`src/rtl/frame_pkg.sv`:
```
// frame_pkg: frame geometry and fill FSM encoding shared by the frame-buffer blocks.
package frame_pkg;
   localparam int FB_AW    = 15;
   localparam int FB_DW    = 12;
   localparam int FB_H_RES = 160;
   localparam int FB_V_RES = 120;
   typedef enum logic [1:0] {
      ST_IDLE = 2'd0,
      ST_FILL = 2'd1,
      ST_DONE = 2'd2
   } fill_state_t;
endpackage

```
`src/rtl/fill_addr_gen.sv`:
```
// fill_addr_gen: raster x/y walker over a clipped rectangle with an incremental row base.
module fill_addr_gen
   import frame_pkg::*;
#(
   parameter int AW    = FB_AW,
   parameter int H_RES = FB_H_RES
) (
   input  logic          clk,
   input  logic          reset,
   input  logic          load,
   input  logic          step,
   input  logic [7:0]    x0,
   input  logic [7:0]    y0,
   input  logic [8:0]    x_end,
   input  logic [8:0]    y_end,
   output logic [AW-1:0] addr,
   output logic          last
);
   logic [8:0]    x, y, x_start, x_stop, y_stop;
   logic [AW-1:0] row_base, base0;
   logic          x_last;
   // starting row base y0*H_RES as a shift-add over the bits of y0
   always_comb begin
      base0 = '0;
      for (int i = 0; i < 8; i++)
         if (y0[i]) base0 = base0 + (AW'(H_RES) << i);
   end
   assign x_last = (x + 9'd1) == x_stop;
   assign last   = x_last && ((y + 9'd1) == y_stop);
   assign addr   = row_base + AW'(x);
   always_ff @(posedge clk or negedge reset)
      if (!reset) begin
         x        <= '0;
         y        <= '0;
         x_start  <= '0;
         x_stop   <= '0;
         y_stop   <= '0;
         row_base <= '0;
      end else if (load) begin
         x        <= {1'b0, x0};
         y        <= {1'b0, y0};
         x_start  <= {1'b0, x0};
         x_stop   <= x_end;
         y_stop   <= y_end;
         row_base <= base0;
      end else if (step) begin
         if (x_last) begin
            x        <= x_start;
            y        <= y + 9'd1;
            row_base <= row_base + AW'(H_RES);
         end else begin
            x <= x + 9'd1;
         end
      end
endmodule

```
`src/rtl/frame_fill_writer.sv`:
```
// frame_fill_writer: fills a clipped rectangle (or the whole frame) of the frame buffer,
// one pixel per cycle in raster order.
module frame_fill_writer
   import frame_pkg::*;
#(
   parameter int AW    = FB_AW,
   parameter int DW    = FB_DW,
   parameter int H_RES = FB_H_RES,
   parameter int V_RES = FB_V_RES
) (
   input  logic          clk,
   input  logic          reset,
   input  logic          cmd_valid,
   output logic          cmd_ready,
   input  logic [7:0]    cmd_x0,
   input  logic [7:0]    cmd_y0,
   input  logic [7:0]    cmd_w,
   input  logic [7:0]    cmd_h,
   input  logic [DW-1:0] cmd_color,
   input  logic          clear_req,
   output logic [AW-1:0] addr_in,
   output logic [DW-1:0] data_in,
   output logic          regwrite,
   output logic          busy,
   output logic          done
);
   fill_state_t   state, state_n;
   logic          armed, accept, degenerate, last;
   logic [DW-1:0] color;
   logic [AW-1:0] addr;
   logic [8:0]    x_sum, y_sum, x_end, y_end;
   logic [7:0]    ld_x0, ld_y0;
   // 9-bit sums so x0+w cannot wrap before clipping
   assign x_sum      = {1'b0, cmd_x0} + {1'b0, cmd_w};
   assign y_sum      = {1'b0, cmd_y0} + {1'b0, cmd_h};
   assign ld_x0      = clear_req ? 8'd0 : cmd_x0;
   assign ld_y0      = clear_req ? 8'd0 : cmd_y0;
   assign x_end      = clear_req ? 9'(H_RES) : (x_sum > 9'(H_RES) ? 9'(H_RES) : x_sum);
   assign y_end      = clear_req ? 9'(V_RES) : (y_sum > 9'(V_RES) ? 9'(V_RES) : y_sum);
   assign degenerate = !clear_req && (cmd_w == 8'd0 || cmd_h == 8'd0 ||
                       {1'b0, cmd_x0} >= 9'(H_RES) || {1'b0, cmd_y0} >= 9'(V_RES));
   assign accept     = cmd_ready && (cmd_valid || clear_req);
   fill_addr_gen #(.AW(AW), .H_RES(H_RES)) u_addr (
      .clk   (clk),
      .reset (reset),
      .load  (accept),
      .step  (state == ST_FILL),
      .x0    (ld_x0),
      .y0    (ld_y0),
      .x_end (x_end),
      .y_end (y_end),
      .addr  (addr),
      .last  (last)
   );
   always_ff @(posedge clk or negedge reset)
      if (!reset) begin
         state <= ST_IDLE;
         armed <= 1'b0;
         color <= '0;
      end else begin
         state <= state_n;
         armed <= 1'b1;
         if (accept) color <= cmd_color;
      end
   always_comb begin
      state_n   = state;
      state_n   = (state == ST_IDLE) ? (accept ? (degenerate ? ST_DONE : ST_FILL) : ST_IDLE) :
                  (state == ST_FILL) ? (last ? ST_DONE : ST_FILL) : ST_IDLE;
      cmd_ready = armed && state == ST_IDLE;
      regwrite  = state == ST_FILL;
      busy      = state != ST_IDLE;
      done      = state == ST_DONE;
      addr_in   = regwrite ? addr : '0;
      data_in   = regwrite ? color : '0;
   end
endmodule
```
`config.mk`:
```
export PLATFORM = sky130hd
export DESIGN_NAME = frame_fill_writer
export DESIGN_NICKNAME = d
export VERILOG_FILES = /design/src/rtl/frame_pkg.sv /design/src/rtl/fill_addr_gen.sv /design/src/rtl/frame_fill_writer.sv
export SDC_FILE = /design/constraint.sdc
export NUM_CORES = 1
export LEC_CHECK = 0
export ABC_AREA = 0
export BUFFER_PORTS_ARGS = -buffer_cell sky130_fd_sc_hd__buf_2
export CORE_MARGIN = 1
export CORE_UTILIZATION = 50
export CTS_BUF_LIST = sky130_fd_sc_hd__clkbuf_8
export DETAILED_ROUTE_END_ITERATION = 16
export PLACE_DENSITY = 0.71
export SLEW_MARGIN = 10
export SYNTH_ARGS = -nofsm -noshare
export SYNTH_HDL_FRONTEND = slang
export SYNTH_SLANG_ARGS = --single-unit
```
`constraint.sdc`:
```
create_clock -name clk -period 6.86 [get_ports clk]
set_input_delay 1.029 -clock clk [delete_from_list [all_inputs] [get_ports clk]]
set_output_delay 1.029 -clock clk [all_outputs]
set_load 0.01 [all_outputs]
```
After elaboration in Yosys (flattened, before gate mapping)
Index checks and enable logic that the tools add are counted.
{ "op_classes": {"n_lt_le_gt_ge": 4, "n_reduce_logical": 16, "eq_ne": 4, "n_addsub": 13, "mux": 30} }
{ "op_table": {"columns": ["operator", "count"], "rows": [
  ["15-bit 2-to-1 mux", 11],
  ["9-bit 2-to-1 mux", 10],
  ["8-bit 2-to-1 mux", 3],
  ["8-bit by 8-bit adder with 9-bit output", 2],
  ["9-bit by 1-bit adder with 9-bit output (second input constant)", 2],
  ["9-bit equality test", 2],
  ["8-bit zero test", 2],
  ["15-bit by 10-bit adder with 15-bit output (second input constant)", 1],
  ["15-bit by 11-bit adder with 15-bit output (second input constant)", 1],
  ["15-bit by 12-bit adder with 15-bit output (second input constant)", 1],
  ["15-bit by 13-bit adder with 15-bit output (second input constant)", 1],
  ["15-bit by 14-bit adder with 15-bit output (second input constant)", 1],
  ["15-bit adder (second input constant)", 1],
  ["15-bit by 8-bit adder with 15-bit output (second input constant)", 1],
  ["15-bit by 9-bit adder with 15-bit output", 1],
  ["12-bit 2-to-1 mux", 1],
  ["8-bit by 9-bit adder with 10-bit output (second input constant)", 1],
  ["2-bit 2-to-1 mux", 5],
  ["9-bit by 7-bit > comparator with 1-bit output (second input constant)", 1],
  ["9-bit by 8-bit > comparator with 1-bit output (second input constant)", 1],
  ["8-bit by 7-bit greater-or-equal comparator with 1-bit output (second input constant)", 1],
  ["8-bit greater-or-equal comparator (second input constant)", 1],
  ["2-bit nonzero test", 3],
  ["1-bit logical AND", 4],
  ["other kinds (6)", 9]
]} }
{ "totals": {"ff_bits": 74} }

Depth between registers and ports, before layout
{ "logic_depth": {"ltp_word": 17, "mapped_depth": 25, "mapped_depth_nobuf": 25} }

By module
From an unflattened synthesis, not the netlist that was laid out.
{ "unflattened": {"hier_cells": 619, "hier_area_um2": 5545.3} }
{ "modules_own_cells": {"columns": ["module", "seq_area_each_um2", "cells_each", "area_each_um2", "instances"], "rows": [
  ["fill_addr_gen", 1351.3, 392, 3691.0, 1],
  ["frame_fill_writer", 375.4, 227, 1854.3, 1]
]} }

Least setup slack after synthesis
Ideal clock, no wire load.
{ "synth_timing": {"path_type": "in2reg", "from": "input port clear_req", "to": "register u_addr.row_base[14]", "setup_slack_ns": 2.133, "t_arrival_ns": 4.593, "n_path_buf": 1, "t_required_ns": 6.725, "path_stages": 25, "path_cell_list": "clkbuf_1 -> nor2b_1 -> ha_1 -> mux2i_1 -> nor2_1 -> ha_1 -> inv_1 -> ha_1 -> mux2i_1 -> and2_1 -> ha_1 -> nor2b_1 -> xnor2_1 -> nor2_1 -> ha_1 -> nand2b_1 -> xor2_1 -> nor2_1 -> ha_1 -> nand2_1 -> o31ai_1 -> ha_1 -> nor2_1 -> xnor2_1 -> o21ai_0"} }
{ "synth_via": {"elab_chain_cells": 17, "word_cells_on_any_way": 22} }
{ "synth_lines": {"columns": ["element", "line_no", "rtl"], "rows": [
  ["from (decl)", "frame_fill_writer.sv:20", "input logic clear_req,"],
  ["8-bit 2-to-1 mux", "frame_fill_writer.sv:37", "assign ld_y0 = clear_req ? 8'd0 : cmd_y0;"],
  ["8-bit 2-to-1 mux", "fill_addr_gen.sv:26", "if (y0[i]) base0 = base0 + (AW'(H_RES) << i);"],
  ["8-bit by 9-bit adder with 10-bit output", "fill_addr_gen.sv:26", null],
  ["15-bit 2-to-1 mux", "fill_addr_gen.sv:26", null],
  ["15-bit by 10-bit adder with 15-bit output", "fill_addr_gen.sv:26", null],
  ["15-bit 2-to-1 mux", "fill_addr_gen.sv:26", null],
  ["15-bit by 11-bit adder with 15-bit output", "fill_addr_gen.sv:26", null],
  ["15-bit 2-to-1 mux", "fill_addr_gen.sv:26", null],
  ["15-bit by 12-bit adder with 15-bit output", "fill_addr_gen.sv:26", null],
  ["15-bit 2-to-1 mux", "fill_addr_gen.sv:26", null],
  ["15-bit by 13-bit adder with 15-bit output", "fill_addr_gen.sv:26", null],
  ["15-bit 2-to-1 mux", "fill_addr_gen.sv:26", null],
  ["15-bit by 14-bit adder with 15-bit output", "fill_addr_gen.sv:26", null],
  ["15-bit 2-to-1 mux", "fill_addr_gen.sv:26", null],
  ["15-bit adder", "fill_addr_gen.sv:26", null],
  ["15-bit 2-to-1 mux", "fill_addr_gen.sv:26", null],
  ["15-bit 2-to-1 mux", "fill_addr_gen.sv:39", "end else if (load) begin"],
  ["to (signal assigned)", "fill_addr_gen.sv:45", "row_base <= base0;"],
  ["to (signal assigned)", "fill_addr_gen.sv:50", "row_base <= row_base + AW'(H_RES);"],
  ["to (decl)", "fill_addr_gen.sv:20", "logic [AW-1:0] row_base, base0;"]
]} }
Several ways; a longest one is shown, not always the timed one.
A chain may end at the register's enable or synchronous reset.

Worst setup path after layout
Same ends and word-level chain as after synthesis.

==> key figures <==
Global route
  • Largest net degree at the start of global routing: 70
  • Grt total ovfl: 0
  • Initial antenna violation count: 0
  • First-pass GRT wire length: 22100 um
  • Vias in the first global route: approximately 4500
  • GR Util All Layers: between 20% and 30%

Place
  • Dpl cells: approximately 800
  • HPWL Detailed: 9530 um
  • Gpl congestion: approximately 0.85
  • Port buffer count: 78

Routing
  • DR top layer: met4
  • Met2 routed WL: just under 6000 um
  • Final wirelength: between 10000 and 15000 um
  • Vias: around 4800
  • First drt pass iteration count: 5
  • Vias per Instance: roughly 5.7
  • Metal3 WL: a little under 700 um
  • Wire per inst: about 16 um
  • DR iter-0 viols: roughly 220
  • Metal-1 WL: 6300 um
  • DRC Markers: 0
  • Antenna viol nets, final: 0

Timing
  • Min Clock Period, post-route: between 4 and 5 ns
  • Fin crit share: a little over two thirds
  • Relative slew slack: about a third
  • Final Hold Vio Count: 0
  • Fmax: 210 MHz
  • Setup Viol. Count Final: 0
  • RSZ-0062 raised after global routing: no
  • Clock skew: slightly above 0.006 ns
  • Setup TNS: 0 ns
  • Final Max Slew Viols: 0
  • Worst Tran Pin Value: 0.973 ns

Floorplanning
  • # rows: 37
  • Die width: roughly 110 um
  • I/O pin count: 79
  • Die area: approximately 11000 sq um
  • Core area: slightly above 10000 sq um
  • Die Height: around 110 um
  • Initial Util: between 50% and 60%

Power
  • Reg power frac: about half
  • Total power: approximately 0.00081 W
  • Combinational Power Share: between 10% and 20%
  • Switch Pwr: around 0.00023 W
  • Leak: roughly 2.7 nW
  • PwrDens: approximately 140 nW/um^2
  • Clock power frac: between 30% and 40%
  • Switch share: between 20% and 30%
  • Max VDD drop: ~64 uV
  • Power Internal: 0.000580 W

Clock tree
  • Clk pin slew, worst setup/hold paths: around 0.070 ns
  • Hold buffer count at cts: 0
  • CTS sink count: between 60 and 70
  • Longest Clk Path Bufs: 2
  • # resized after CTS: 0
  • Root Driver: clkbuf_8
  • Post-CTS Setup Bufs: 0
  • H-Tree Level Count: 3
  • CTS tree: built
  • Cts bufs inserted: 9
  • Clock latency on the worst-skew pair: approximately 0.35 ns

Synthesis
  • Syn Nets: 713
  • Top FF cell, synth: dfrtp_1
  • Post-Synthesis Cells: around 630
  • Synthesized area per cell: 8.39 sq um
  • Area of the mapped netlist: 5310 sq um
  • Post-synthesis async set-or-reset flop share: 100%
  • Post-synth EDFFs: 0
  • Ys Warns: 0
  • Netlist cell types: 67
  • Synth Register Bits: 69
  • Sequential share of the synthesized area: between 30% and 40%

Final layout
  • Fill count: 960
  • Most frequent cells in the layout: nand2_1 (84), buf_2 (78), dfrtp_1 (69), xnor2_1 (42), nor2_1 (40)
  • Antenna Diode Count: 0
  • Fin nets: between 700 and 800
  • Most common cell after layout, fill and taps aside: nand2_1
  • Area Growth Syn to Fin: 11.9%
  • Post-Layout Cell Count: roughly 840
  • Share of cells above drive strength 1: 16.1%

Status
  • Status: finished, final reports clean

Worst setup path
  • Max FO, Critical Path: 15
  • Worst R2R Path Depth: 8
  • R2R setup slack: around 3.4 ns
  • Critical Path End Type: flip-flop
  • Worst EP required: roughly 7.1 ns
  • Worst Path Arrival: just under 5 ns
  • Crit start category: primary input
  • Setup CP Type: primary input to flip-flop

Hold path
  • HP Class: flip-flop to flip-flop
  • Cell count of the worst hold path: 2

Job
  • Max cap viols: 0
## power groups by stage
stage | sequential (W) | combinational [W] | clock [W]
floorplan | 0.000415 | 0.0000708 | 0
global placement | 0.000415 | 0.000113 | 0
detailed placement | 0.000415 | 0.000118 | 0
CTS | 0.000407 | 0.000118 | 0.000288
global route | 0.000407 | 0.000133 | 0.000305
finish | 0.000407 | 0.000117 | 0.000282
## state kept, by name, summed over array words and instances (netlist names)
name / flops
state: 2
armed: 1
u_addr.row_base: 10
u_addr.y_stop: 9
u_addr.y: 9
u_addr.x_start: 8
u_addr.x: 9
u_addr.x_stop: 9
color: 12
## per-layer routing
metal | track usage [%] | up-vias
li1 | - | 2379
met5 | 0 | -
met1 | 35.2 | 2229
met3 | 4.05 | 13
met4 | 7.55 | 0
met2 | 39.4 | 160
## synthesized netlist by cell type, drive strengths merged (5+ instances only)
cell type	n	share of area [%]
nor2b	15	1.8
buf	11	1.1
inv	24	1.7
dfrtp	69	33
o21ai	32	3.0
nand2	85	6.1
o211ai	8	1.1
and2	26	3.1
xnor2	42	6.9
nor2	41	3.0
or2	6	0.71
nor4	10	1.3
nand3	17	1.6
ha	30	7.1
nor3	31	2.9
or3	9	1.1
mux2i	13	2.4
and3	5	0.59
nand2b	8	0.94
a21oi	30	2.8
a22o	14	2.3
o21a	6	0.85
xor2	15	2.5
a21o	5	0.71
clkbuf	19	1.3
nand4	5	0.71
o31a	6	0.99
## through the flow
| stage | util (%) | area [sq um] | setup slack, ns | hold WS, ns |
|---|---|---|---|---|
| after floorplan | - | 5310 | 2.13 | 0.437 |
| after global placement | 56.0 | 5780 | 1.97 | 0.448 |
| after detailed placement | 56.0 | 5780 | 1.75 | 0.454 |
| after CTS | 57.6 | 5940 | 2.13 | 0.473 |
| after global routing | 57.6 | 5940 | 1.72 | 0.495 |
| final | 57.6 | 5940 | 2.10 | 0.469 |
## final cells by class
| class | instances | area (sq um) | area share, % |
|---|---|---|---|
| Clock buffer | 9 | 124 | 2.08 |
| Sequential cell | 69 | 1730 | 29.1 |
| Inverter | 24 | 90.1 | 1.52 |
| Tap cell | 136 | 170 | 2.86 |
| Timing Repair Buffer | 82 | 420 | 7.07 |
| Multi-Input combinational cell | 510 | 3380 | 56.8 |
| Clock inverter | 7 | 35.0 | 0.589 |
## final timing paths
| kind | from | end |
|---|---|---|
| setup reg to reg | u_addr.x[0]$_DFFE_PN0P_ | u_addr.x[7]$_DFFE_PN0P_ |
| hold / removal | color[11]$_DFFE_PN0P_ | color[11]$_DFFE_PN0P_ |
| hold reg to reg | color[11]$_DFFE_PN0P_ | color[11]$_DFFE_PN0P_ |
| min in group asynchronous | reset | u_addr.x_start[3]$_DFFE_PN0P_ |
| setup / recovery | clear_req | u_addr.row_base[14]$_DFFE_PN0P_ |
| max in group asynchronous | reset | u_addr.y_stop[0]$_DFFE_PN0P_ |
## kinds of logic after synthesis
kind of cell | after synthesis | synth area share, %
simple gates | 269 | 25.5
mux | 13 | 2.45
flops | 69 | 32.5
xor+xnor | 57 | 9.40
other cells | 1 | 0.0706
compound gates | 138 | 18.1
buf+inv | 54 | 4.12
fa+ha+maj | 32 | 7.82
## critical path, cell delays in order
cell	delay [ns]
buf_2	0.27
nor2b_1	0.09
ha_1	0.29
mux2i_1	0.06
nor2_1	0.16
ha_1	0.18
inv_1	0.04
ha_1	0.27
mux2i_1	0.27
and2_1	0.17
ha_1	0.13
nor2b_1	0.06
xnor2_1	0.20
nor2_1	0.07
ha_1	0.19
nand2b_1	0.17
xor2_1	0.22
nor2_1	0.07
ha_1	0.30
nand2_1	0.06
o31ai_1	0.10
ha_1	0.20
nor2_1	0.12
xnor2_1	0.13
o21ai_0	0.09
Power figures use the tool's default switching activity.
